===== src/rtl/forward_hazard_unit_pkg.sv =====
// Shared pipeline definitions: operand-select codes, hazard shadow-slot type,
// and the zero-register constant. The EX stage imports this package as well.
package pipe_pkg;

    // EX operand-select codes. The value 2'b11 is reserved and never driven.
    typedef enum logic [1:0] {
        FWD_REG = 2'b00,  // register-file read data
        FWD_MEM = 2'b01,  // MEM-stage result (DataMemWB port)
        FWD_WB  = 2'b10   // WB-stage result (WriteBackWB port)
    } fwd_sel_e;

    // X31 reads as zero and is never a forwarding source.
    localparam logic [4:0] XZR = 5'd31;

    // Shadow copy of the write-back information of one in-flight instruction.
    typedef struct packed {
        logic [4:0] rd;
        logic       reg_write;
        logic       mem_read;
    } slot_t;

    localparam slot_t SLOT_BUBBLE = '{rd: XZR, reg_write: 1'b0, mem_read: 1'b0};

    // Priority select: the newer producer (EX slot) beats the older one (MEM slot).
    // A load sitting in the MEM slot delivers its data on the memory-data path,
    // so a reader that waited out a load-use stall takes it through FWD_MEM.
    function automatic fwd_sel_e pick_sel(input logic hit_ex,
                                          input logic hit_mem,
                                          input logic mem_is_load);
        if (hit_ex)       return FWD_MEM;
        else if (hit_mem) return mem_is_load ? FWD_MEM : FWD_WB;
        else              return FWD_REG;
    endfunction

endpackage


===== src/rtl/forward_hazard_unit_if.sv =====
// ID-stage hazard bus: source/destination info in, forwarding and stall out.
interface forward_hazard_unit_if;

    logic [4:0] RnID;
    logic [4:0] RmID;
    logic       UsesRnID;
    logic       UsesRmID;
    logic [4:0] WriteRegID;
    logic       RegWriteRegisterID;
    logic       MemReadRegisterID;
    logic       FlushID;
    logic [1:0] ForwCntrl1;
    logic [1:0] ForwCntrl2;
    logic       StallID;
    logic       BubbleEX;

    // Pipeline side: presents the ID instruction, consumes selects and stall.
    modport master (
        output RnID, RmID, UsesRnID, UsesRmID, WriteRegID,
               RegWriteRegisterID, MemReadRegisterID, FlushID,
        input  ForwCntrl1, ForwCntrl2, StallID, BubbleEX
    );

    // Hazard unit side.
    modport slave (
        input  RnID, RmID, UsesRnID, UsesRmID, WriteRegID,
               RegWriteRegisterID, MemReadRegisterID, FlushID,
        output ForwCntrl1, ForwCntrl2, StallID, BubbleEX
    );

endinterface


===== src/rtl/forward_hazard_unit_fwd_compare.sv =====
// One source-vs-producer comparator: true when the source is actually read,
// the slot writes a register, and that register is the source (never XZR).
module fwd_compare
    import pipe_pkg::*;
(
    input  logic [4:0] src_i,
    input  logic       use_i,
    input  slot_t      slot_i,
    output logic       match_o
);

    assign match_o = use_i && slot_i.reg_write
                     && (slot_i.rd == src_i) && (slot_i.rd != XZR);

endmodule


===== src/rtl/forward_hazard_unit.sv =====
// Forwarding and load-use hazard unit. Tracks EX/MEM/WB destinations in shadow
// slots, registers the EX operand selects one cycle ahead, and raises a
// combinational stall for load-use hazards.
module forward_hazard_unit
    import pipe_pkg::*;
(
    input  logic                 clk,
    input  logic                 reset,
    forward_hazard_unit_if.slave bus
);

    slot_t    ex_q, mem_q, wb_q;
    slot_t    ex_d;
    fwd_sel_e fwd1_q, fwd1_d;
    fwd_sel_e fwd2_q, fwd2_d;
    logic     bubble_q, bubble_d;

    logic     rn_hit_ex, rn_hit_mem, rm_hit_ex, rm_hit_mem;
    logic     stall, squash;

    fwd_compare u_rn_ex  (.src_i(bus.RnID), .use_i(bus.UsesRnID), .slot_i(ex_q),  .match_o(rn_hit_ex));
    fwd_compare u_rn_mem (.src_i(bus.RnID), .use_i(bus.UsesRnID), .slot_i(mem_q), .match_o(rn_hit_mem));
    fwd_compare u_rm_ex  (.src_i(bus.RmID), .use_i(bus.UsesRmID), .slot_i(ex_q),  .match_o(rm_hit_ex));
    fwd_compare u_rm_mem (.src_i(bus.RmID), .use_i(bus.UsesRmID), .slot_i(mem_q), .match_o(rm_hit_mem));

    // Hazard detection and next-state selection for the EX slot and selects.
    always_comb begin
        // NOTE: every always_comb output gets a default first so no path infers a latch.
        stall  = 1'b0;
        squash = 1'b0;
        ex_d   = SLOT_BUBBLE;
        fwd1_d = FWD_REG;
        fwd2_d = FWD_REG;

        // Load in EX feeding a used source; the comparators already exclude XZR.
        // Held low while reset is asserted so no stall leaks around reset.
        stall  = reset && ex_q.mem_read && (rn_hit_ex || rm_hit_ex);
        squash = stall || bus.FlushID;

        if (!squash) begin
            ex_d   = '{rd:        bus.WriteRegID,
                       reg_write: bus.RegWriteRegisterID,
                       mem_read:  bus.MemReadRegisterID};
            fwd1_d = pick_sel(rn_hit_ex, rn_hit_mem, mem_q.mem_read);
            fwd2_d = pick_sel(rm_hit_ex, rm_hit_mem, mem_q.mem_read);
        end
        bubble_d = squash;
    end

    // Shadow slots shift EX->MEM->WB every clock; selects are registered for EX.
    always_ff @(posedge clk) begin
        // NOTE: sequential state uses non-blocking assignments so the shift reads old values.
        if (!reset) begin
            ex_q     <= SLOT_BUBBLE;
            mem_q    <= SLOT_BUBBLE;
            wb_q     <= SLOT_BUBBLE;
            fwd1_q   <= FWD_REG;
            fwd2_q   <= FWD_REG;
            bubble_q <= 1'b1;
        end else begin
            ex_q     <= ex_d;
            mem_q    <= ex_q;
            wb_q     <= mem_q;
            fwd1_q   <= fwd1_d;
            fwd2_q   <= fwd2_d;
            bubble_q <= bubble_d;
        end
    end

    // The WB slot never selects a forward (register file writes before it reads);
    // it is kept as a shadow of the WB stage and checked to track MEM faithfully.
    wb_tracks_mem: assert property (@(posedge clk) reset |=> (wb_q == $past(mem_q)));

    assign bus.ForwCntrl1 = fwd1_q;
    assign bus.ForwCntrl2 = fwd2_q;
    assign bus.BubbleEX   = bubble_q;
    assign bus.StallID    = stall;

endmodule


===== src/flat_wrapper.sv =====
// flat-port wrapper written by rule: the top's interface ports become plain ports
module forward_hazard_unit_flat import pipe_pkg::*;
  (clk, reset, bus_RnID, bus_RmID, bus_UsesRnID, bus_UsesRmID, bus_WriteRegID, bus_RegWriteRegisterID, bus_MemReadRegisterID, bus_FlushID, bus_ForwCntrl1, bus_ForwCntrl2, bus_StallID, bus_BubbleEX);
  forward_hazard_unit_if bus_i ();
  input  logic clk;
  input  logic reset;
  input wire logic [$bits(bus_i.RnID)-1:0] bus_RnID;
  input wire logic [$bits(bus_i.RmID)-1:0] bus_RmID;
  input wire logic [$bits(bus_i.UsesRnID)-1:0] bus_UsesRnID;
  input wire logic [$bits(bus_i.UsesRmID)-1:0] bus_UsesRmID;
  input wire logic [$bits(bus_i.WriteRegID)-1:0] bus_WriteRegID;
  input wire logic [$bits(bus_i.RegWriteRegisterID)-1:0] bus_RegWriteRegisterID;
  input wire logic [$bits(bus_i.MemReadRegisterID)-1:0] bus_MemReadRegisterID;
  input wire logic [$bits(bus_i.FlushID)-1:0] bus_FlushID;
  output wire logic [$bits(bus_i.ForwCntrl1)-1:0] bus_ForwCntrl1;
  output wire logic [$bits(bus_i.ForwCntrl2)-1:0] bus_ForwCntrl2;
  output wire logic [$bits(bus_i.StallID)-1:0] bus_StallID;
  output wire logic [$bits(bus_i.BubbleEX)-1:0] bus_BubbleEX;
  assign bus_i.RnID = bus_RnID;
  assign bus_i.RmID = bus_RmID;
  assign bus_i.UsesRnID = bus_UsesRnID;
  assign bus_i.UsesRmID = bus_UsesRmID;
  assign bus_i.WriteRegID = bus_WriteRegID;
  assign bus_i.RegWriteRegisterID = bus_RegWriteRegisterID;
  assign bus_i.MemReadRegisterID = bus_MemReadRegisterID;
  assign bus_i.FlushID = bus_FlushID;
  assign bus_ForwCntrl1 = bus_i.ForwCntrl1;
  assign bus_ForwCntrl2 = bus_i.ForwCntrl2;
  assign bus_StallID = bus_i.StallID;
  assign bus_BubbleEX = bus_i.BubbleEX;
  forward_hazard_unit u_core (.clk(clk), .reset(reset), .bus(bus_i));
endmodule

===== config.mk =====
export PLATFORM = sky130hd
export DESIGN_NAME = forward_hazard_unit_flat
export DESIGN_NICKNAME = d
export VERILOG_FILES = /design/src/rtl/forward_hazard_unit_pkg.sv /design/src/rtl/forward_hazard_unit_if.sv /design/src/rtl/forward_hazard_unit_fwd_compare.sv /design/src/rtl/forward_hazard_unit.sv /design/src/flat_wrapper.sv
export SDC_FILE = /design/constraint.sdc
export NUM_CORES = 1
export LEC_CHECK = 0
export ABC_AREA = 1
export ABC_CLOCK_PERIOD_IN_PS = 1700
export CAP_MARGIN = 20
export CORE_UTILIZATION = 47
export CTS_CLUSTER_SIZE = 14
export DETAILED_ROUTE_END_ITERATION = 16
export HOLD_SLACK_MARGIN = 0.03
export PLACE_DENSITY_LB_ADDON = 0.12
export SETUP_SLACK_MARGIN = 0.3
export SYNTH_ARGS = -nofsm -noshare
export SYNTH_HDL_FRONTEND = slang
export SYNTH_HIERARCHICAL = 1
export SYNTH_SLANG_ARGS = --single-unit

===== constraint.sdc =====
create_clock -name clk -period 1.7 [get_ports clk]
set_clock_uncertainty 0.2 [all_clocks]
set_input_delay 0.34 -clock clk [delete_from_list [all_inputs] [get_ports clk]]
set_output_delay 0.34 -clock clk [all_outputs]
set_load 0.005 [all_outputs]

After elaboration in Yosys (flattened, before gate mapping)

Cells that the tools add are included.

Bits of input ports: 22
Logic and storage cells: 44
Output and inout port bits: 6
Register bits after elaboration: 19

Equality and inequality tests: 6
Reduce and logical (&&, ||, !) cells: 19
Mux-type cells: 5
Bitwise gates (word level): 3

Operators with widths:

| cell                                          | count |
|---|---|
| == test 5 bit                                 | 4 |
| logical AND 1 bit                             | 14 |
| inequality test 5 bit (second input constant) | 2 |
| OR reduction 4 bit                            | 2 |
| two-way mux 1 bit                             | 4 |
| inverter 1 bit                                | 3 |
| logical OR 1 bit                              | 2 |
| two-way mux 2 bit                             | 1 |
| OR reduction 2 bit                            | 1 |

Longest topological paths before layout

Word-level depth: 7
Mapped depth: 11
Gate-level depth less buffers: 11

Cells and area by module

Netlist, hierarchy kept.

Modules (own cells, without submodules):

| module              | cells each | times used | area an instance (um^2) |
|---|---|---|---|
| forward_hazard_unit | 54         | 1          | 581.8 |
| fwd_compare         | 31         | 4          | 121.4 |

Worst setup path before layout

OpenSTA, ideal clock, no wires.

Kind: reg2out
Start point: register u_core/ex_q[2] in the netlist's numbering
End point: output bus_StallID
Data required time: 1.160 ns
Path buffers: 0
Arrival time: 1.072 ns
Path slack: 0.088 ns
Cell stages (with the launch flop): 11
Path through: dfxtp_1 -> inv_1 -> nand2_1 -> nand2_1 -> nor2_1 -> nand3_1 -> nor2_1 -> inv_1 -> nand2_1 -> nand2_4 -> inv_1

Longest elaborated chain between the ends: 5
Elaborated cells between the ends (all ways): 9

Ends and longest elaborated chain:

| what                   | RTL line                              | source |
|---|---|---|
| start, declared        | forward_hazard_unit.sv:12             | `slot_t ex_q, mem_q, wb_q;` |
| start signal, assigned | forward_hazard_unit.sv:54             | `ex_q <= SLOT_BUBBLE;` |
| start signal, assigned | forward_hazard_unit.sv:61             | `ex_q <= ex_d;` |
| == test 5 bit          | forward_hazard_unit_fwd_compare.sv:13 | `&& (slot_i.rd == src_i) && (slot_i.rd != XZR);` |
| logical AND 1 bit      | forward_hazard_unit_fwd_compare.sv:13 |  |
| logical AND 1 bit (*)  | forward_hazard_unit_fwd_compare.sv:13 |  |
| via u_core.rm_hit_ex   | forward_hazard_unit.sv:18             | `logic rn_hit_ex, rn_hit_mem, rm_hit_ex, rm_hit_mem;` |
| logical OR 1 bit (*)   | forward_hazard_unit.sv:37             | `stall = reset && ex_q.mem_read && (rn_hit_ex \|\| rm_hit_ex);` |
| logical AND 1 bit (*)  | forward_hazard_unit.sv:37             |  |
| end, declared          | flat_wrapper.sv:17                    | `output wire logic [$bits(bus_i.StallID)-1:0] bus_StallID;` |

The timed path passes the listed nets; every way through them passes the cells marked *.

Worst setup path after layout

Ends and elaborated chain as after synthesis.

==> impl_results.md <==
* Outcome: finished with violations
* Failing checks: setup timing
* Static leakage at around 0.0011 µW
* Detailed-route wire length per cell at 12.8 µm
* Maximum root-to-sink buffer count at 2
* Number of hold violations in the final report at 0
* Count of routing violations after the opening detailed-route iteration at between 40 and 50
* Power density over the cells at 516 nW/µm²
* Post-synth EDFFs at 0
* Avg Cell Area, Syn at 6.00 µm²
* Final HPWL from detailed placement at 2.01 mm
* Total clock buffers created by CTS at 3
* Leading post-synthesis cells by instance count: sky130_fd_sc_hd__nand2_1, sky130_fd_sc_hd__inv_1, sky130_fd_sc_hd__nor2_1
* Antenna Cells at 0
* Total detailed-routing wirelength at 3.41 mm
* Yosys cell types at 13
* Proportion of synthesized flip-flops having asynchronous set or reset at 0
* Required @ worst endpoint at 1160 ps
* Relative area change from synthesis to final layout at 59.6%
* Number of global-route vias before repair at 1157
* Via-per-instance ratio at 4.70
* Worst-case setup margin in the final layout at -572 ps
* Remaining antenna violation count at 0
* All-layer global routing usage at 0.268
* Main combinational cell family by area after synthesis: simple AND/OR/NAND/NOR gates
* Number of synthesized register bits at 19
* Yosys top cell area share at 0.356
* Kind of cell with the highest combined delay on the critical path: simple AND/OR/NAND/NOR gates
* Die Footprint at 2470 µm²
* Startpoint Class: flip-flop
* Overall via count from detail_route at 1256
* Number of setup violations in the final report at 13
* Remaining DRCs at 0
* Critical Path Most Common Cell: sky130_fd_sc_hd__inv_2
* Routability congestion estimate from global placement at 0.823
* Slew of the pin with the lowest slew margin at 303 ps
* Share of cell area taken by muxes after synthesis at 0
* Final instance area at 1700 µm²
* Prevailing post-synth register cell: sky130_fd_sc_hd__dfxtp_1
* Post-layout total power at 879 µW
* Arithmetic-cell share of the synthesized area counting full adders, half adders and majority gates at 0
* Xor/xnor share of the synthesized area at 0
* Most frequent cell after synthesis: sky130_fd_sc_hd__nand2_1
* Maximum number of pins on one net before global-route repair at 12
* Final core utilization at 0.834
* Row count at 16
* Share of the synthesized area in compound gates (AO/OA/AOI/OAI) at 0.0281
* VDD IR-drop max at 631 µV
* Worst hold path type: flip-flop to flip-flop
* Critical path peak fanout at 4
* Setup repair after global routing missed its margin: yes
* Initial antenna violation count at 0
* Root buffer selected by CTS: sky130_fd_sc_hd__clkbuf_4
* Arrival time at the worst endpoint at 1730 ps
* I/O pin count at 28
* Crit-path slowest cell: sky130_fd_sc_hd__dfxtp_4
* Die width at approximately 50 µm
* Share of cells above drive strength 1 at 0.292
* Effective utilization at floorplan at 0.523
* Warnings from Yosys at 6
* Crit share post-route at 1.34
* Hold buffer count at CTS at 0
* Worst slack, placed at -984 ps
* FMAX at 440 MHz
* Clock network latency to the later pin of the worst-skew pair at 310 ps
* Height of the die at 49.7 µm
* Number of levels in the clock H-tree at 1
* Core area at 2040 µm²
* Delay of the slowest cell on the worst path at 390 ps
* Num Clock Sinks at 19
* Synth top area cells: sky130_fd_sc_hd__dfxtp_1, sky130_fd_sc_hd__nand2_1, sky130_fd_sc_hd__inv_1
* Detailed-router iteration count before antenna repair at 4
* Post-layout min period at 2270 ps
* Number of nets produced by synthesis at 200
* Placement-stage cell area at about 1500 µm²
* Number of maximum-capacitance constraint violations at 0
* Share of the yosys chip area belonging to registers at 0.356
* Nets at 263
* Simple-gate share of the synthesized area at 0.443
* List of cells traversed by the critical path: buf_6, inv_2, nand2_2, nand2_1, nor2_1, nand3_1, nor2_2, inv_2, nand2_4, nand2_4, inv_2, buf_2
* Pins over their slew limit at 0
* Start-to-end type of the worst setup path: flip-flop to output port
* Synthesized instance count at approximately 180
* Largest area contributor in the netlist: sky130_fd_sc_hd__dfxtp_1
* First-pass GRT wire length at 4.93 mm
* CTS clock-pin slew for the worst setup and hold paths at 120 ps
* Type of element capturing the critical path: output port
* Number of input and output port buffers inserted at 27
* Global route total overflow at 0
* Mapped Area at 1070 µm²
* CP bufs+invs at 5
* CTS tree: yes
* Worst-case headroom to the max-slew limit at 0.798
[sequential cells by signal (all words and copies together), names as in the netlist]
signal	flops
u_core/mem_q	7
u_core/bus.BubbleEX	1
u_core/ex_q	7
u_core/bus.ForwCntrl1	2
u_core/bus.ForwCntrl2	2
[timing repair]
| action | in CTS | in global routing |
|---|---|---|
| pin swaps | 12 | 13 |
| hold endpoints to repair | 0 | 0 |
| buffers inserted | 12 | 3 |
| setup endpoints to repair | 18 | 17 |
| gates resized for setup | 44 | 17 |
[worst paths after layout]
kind	start	endpoint	slack, ps	depth (start not counted)
worst max-delay path	u_core/ex_q[2]$_SDFF_PP1_	bus_StallID	-570	12
worst min-delay path	u_core/ex_q[1]$_SDFF_PP0_	u_core/mem_q[1]$_SDFF_PN0_	270	2
worst max register to register	u_core/ex_q[2]$_SDFF_PP1_	u_core/bus.ForwCntrl1[1]$_SDFF_PP0_	-560	18
worst min register to register	u_core/ex_q[1]$_SDFF_PP0_	u_core/mem_q[1]$_SDFF_PN0_	270	2
[where the power goes]
part	leakage [µW]	internal, µW	switching, µW
Clock	0.0000177	87.9	148
Sequential	0.000156	455	12.9
Combinational	0.000879	90.1	84.2
Total	0.00105	633	245
[per-stage QoR]
| step | std cells | hold slack, ps | TNS [ps] |
|---|---|---|---|
| 3_3_place_gp | 248 | 244 | -5930 |
| 4_1_cts | 264 | 269 | -1240 |
| 2_1_floorplan | 178 | 227 | 0 |
| 5_1_grt | 267 | 315 | -4060 |
| 3_5_place_dp | 248 | 252 | -6690 |
| 6_report | 267 | 273 | -3330 |
[metal layers]
metal,share of wire,global-route usage,vias up
li1,-,-,636
met2,0.51,0.511,51
met1,0.41,0.294,559
met3,0.054,0.0278,10
met4,0.031,0.110,0
met5,0,0,-
[worst min-delay path, cell delays in order (launching register included)]
cell,delay [ps]
sky130_fd_sc_hd__dfxtp_1,340
sky130_fd_sc_hd__nand2_1,70
sky130_fd_sc_hd__inv_1,30
[cell type report]
cell class / count / area (µm²)
flip-flops and latches: 19 / 397
fillers: 141 / 339
clock buffers: 3 / 22.5
inverters: 49 / 184
repair buffers: 58 / 523
well taps: 27 / 33.8
multi-input cells: 110 / 538
clock inverters: 1 / 5.00
[cells in the final DEF, fill, tap and decap left out]
master	Yosys	layout
sky130_fd_sc_hd__nor2_2	1	4
sky130_fd_sc_hd__nand3b_1	5	5
sky130_fd_sc_hd__dlygate4sd2_1	0	11
sky130_fd_sc_hd__or2_2	5	5
sky130_fd_sc_hd__buf_4	0	18
sky130_fd_sc_hd__nor2_1	21	18
sky130_fd_sc_hd__dfxtp_2	0	4
sky130_fd_sc_hd__nand2_2	0	1
sky130_fd_sc_hd__dfxtp_4	0	3
sky130_fd_sc_hd__nand4_1	4	4
sky130_fd_sc_hd__inv_2	1	9
sky130_fd_sc_hd__clkdlybuf4s50_1	0	10
sky130_fd_sc_hd__clkinv_2	0	1
sky130_fd_sc_hd__clkbuf_4	0	3
sky130_fd_sc_hd__buf_6	0	13
sky130_fd_sc_hd__inv_1	48	40
sky130_fd_sc_hd__nand3_2	0	1
sky130_fd_sc_hd__buf_2	0	1
sky130_fd_sc_hd__nand2_4	2	2
sky130_fd_sc_hd__dfxtp_1	19	12
sky130_fd_sc_hd__a21oi_1	6	5
sky130_fd_sc_hd__nor2_8	1	1
sky130_fd_sc_hd__nand2_8	0	1
sky130_fd_sc_hd__clkdlybuf4s15_1	0	3
sky130_fd_sc_hd__nand2_1	59	57
sky130_fd_sc_hd__a21oi_2	0	1
sky130_fd_sc_hd__clkbuf_2	0	2
sky130_fd_sc_hd__nand3_1	6	5
[logic make-up after synthesis]
kind of cell,count (synthesis)
simple gates,104
flops,19
compound gates,6
buf+inv,49
Power figures use the tool's default switching activity.
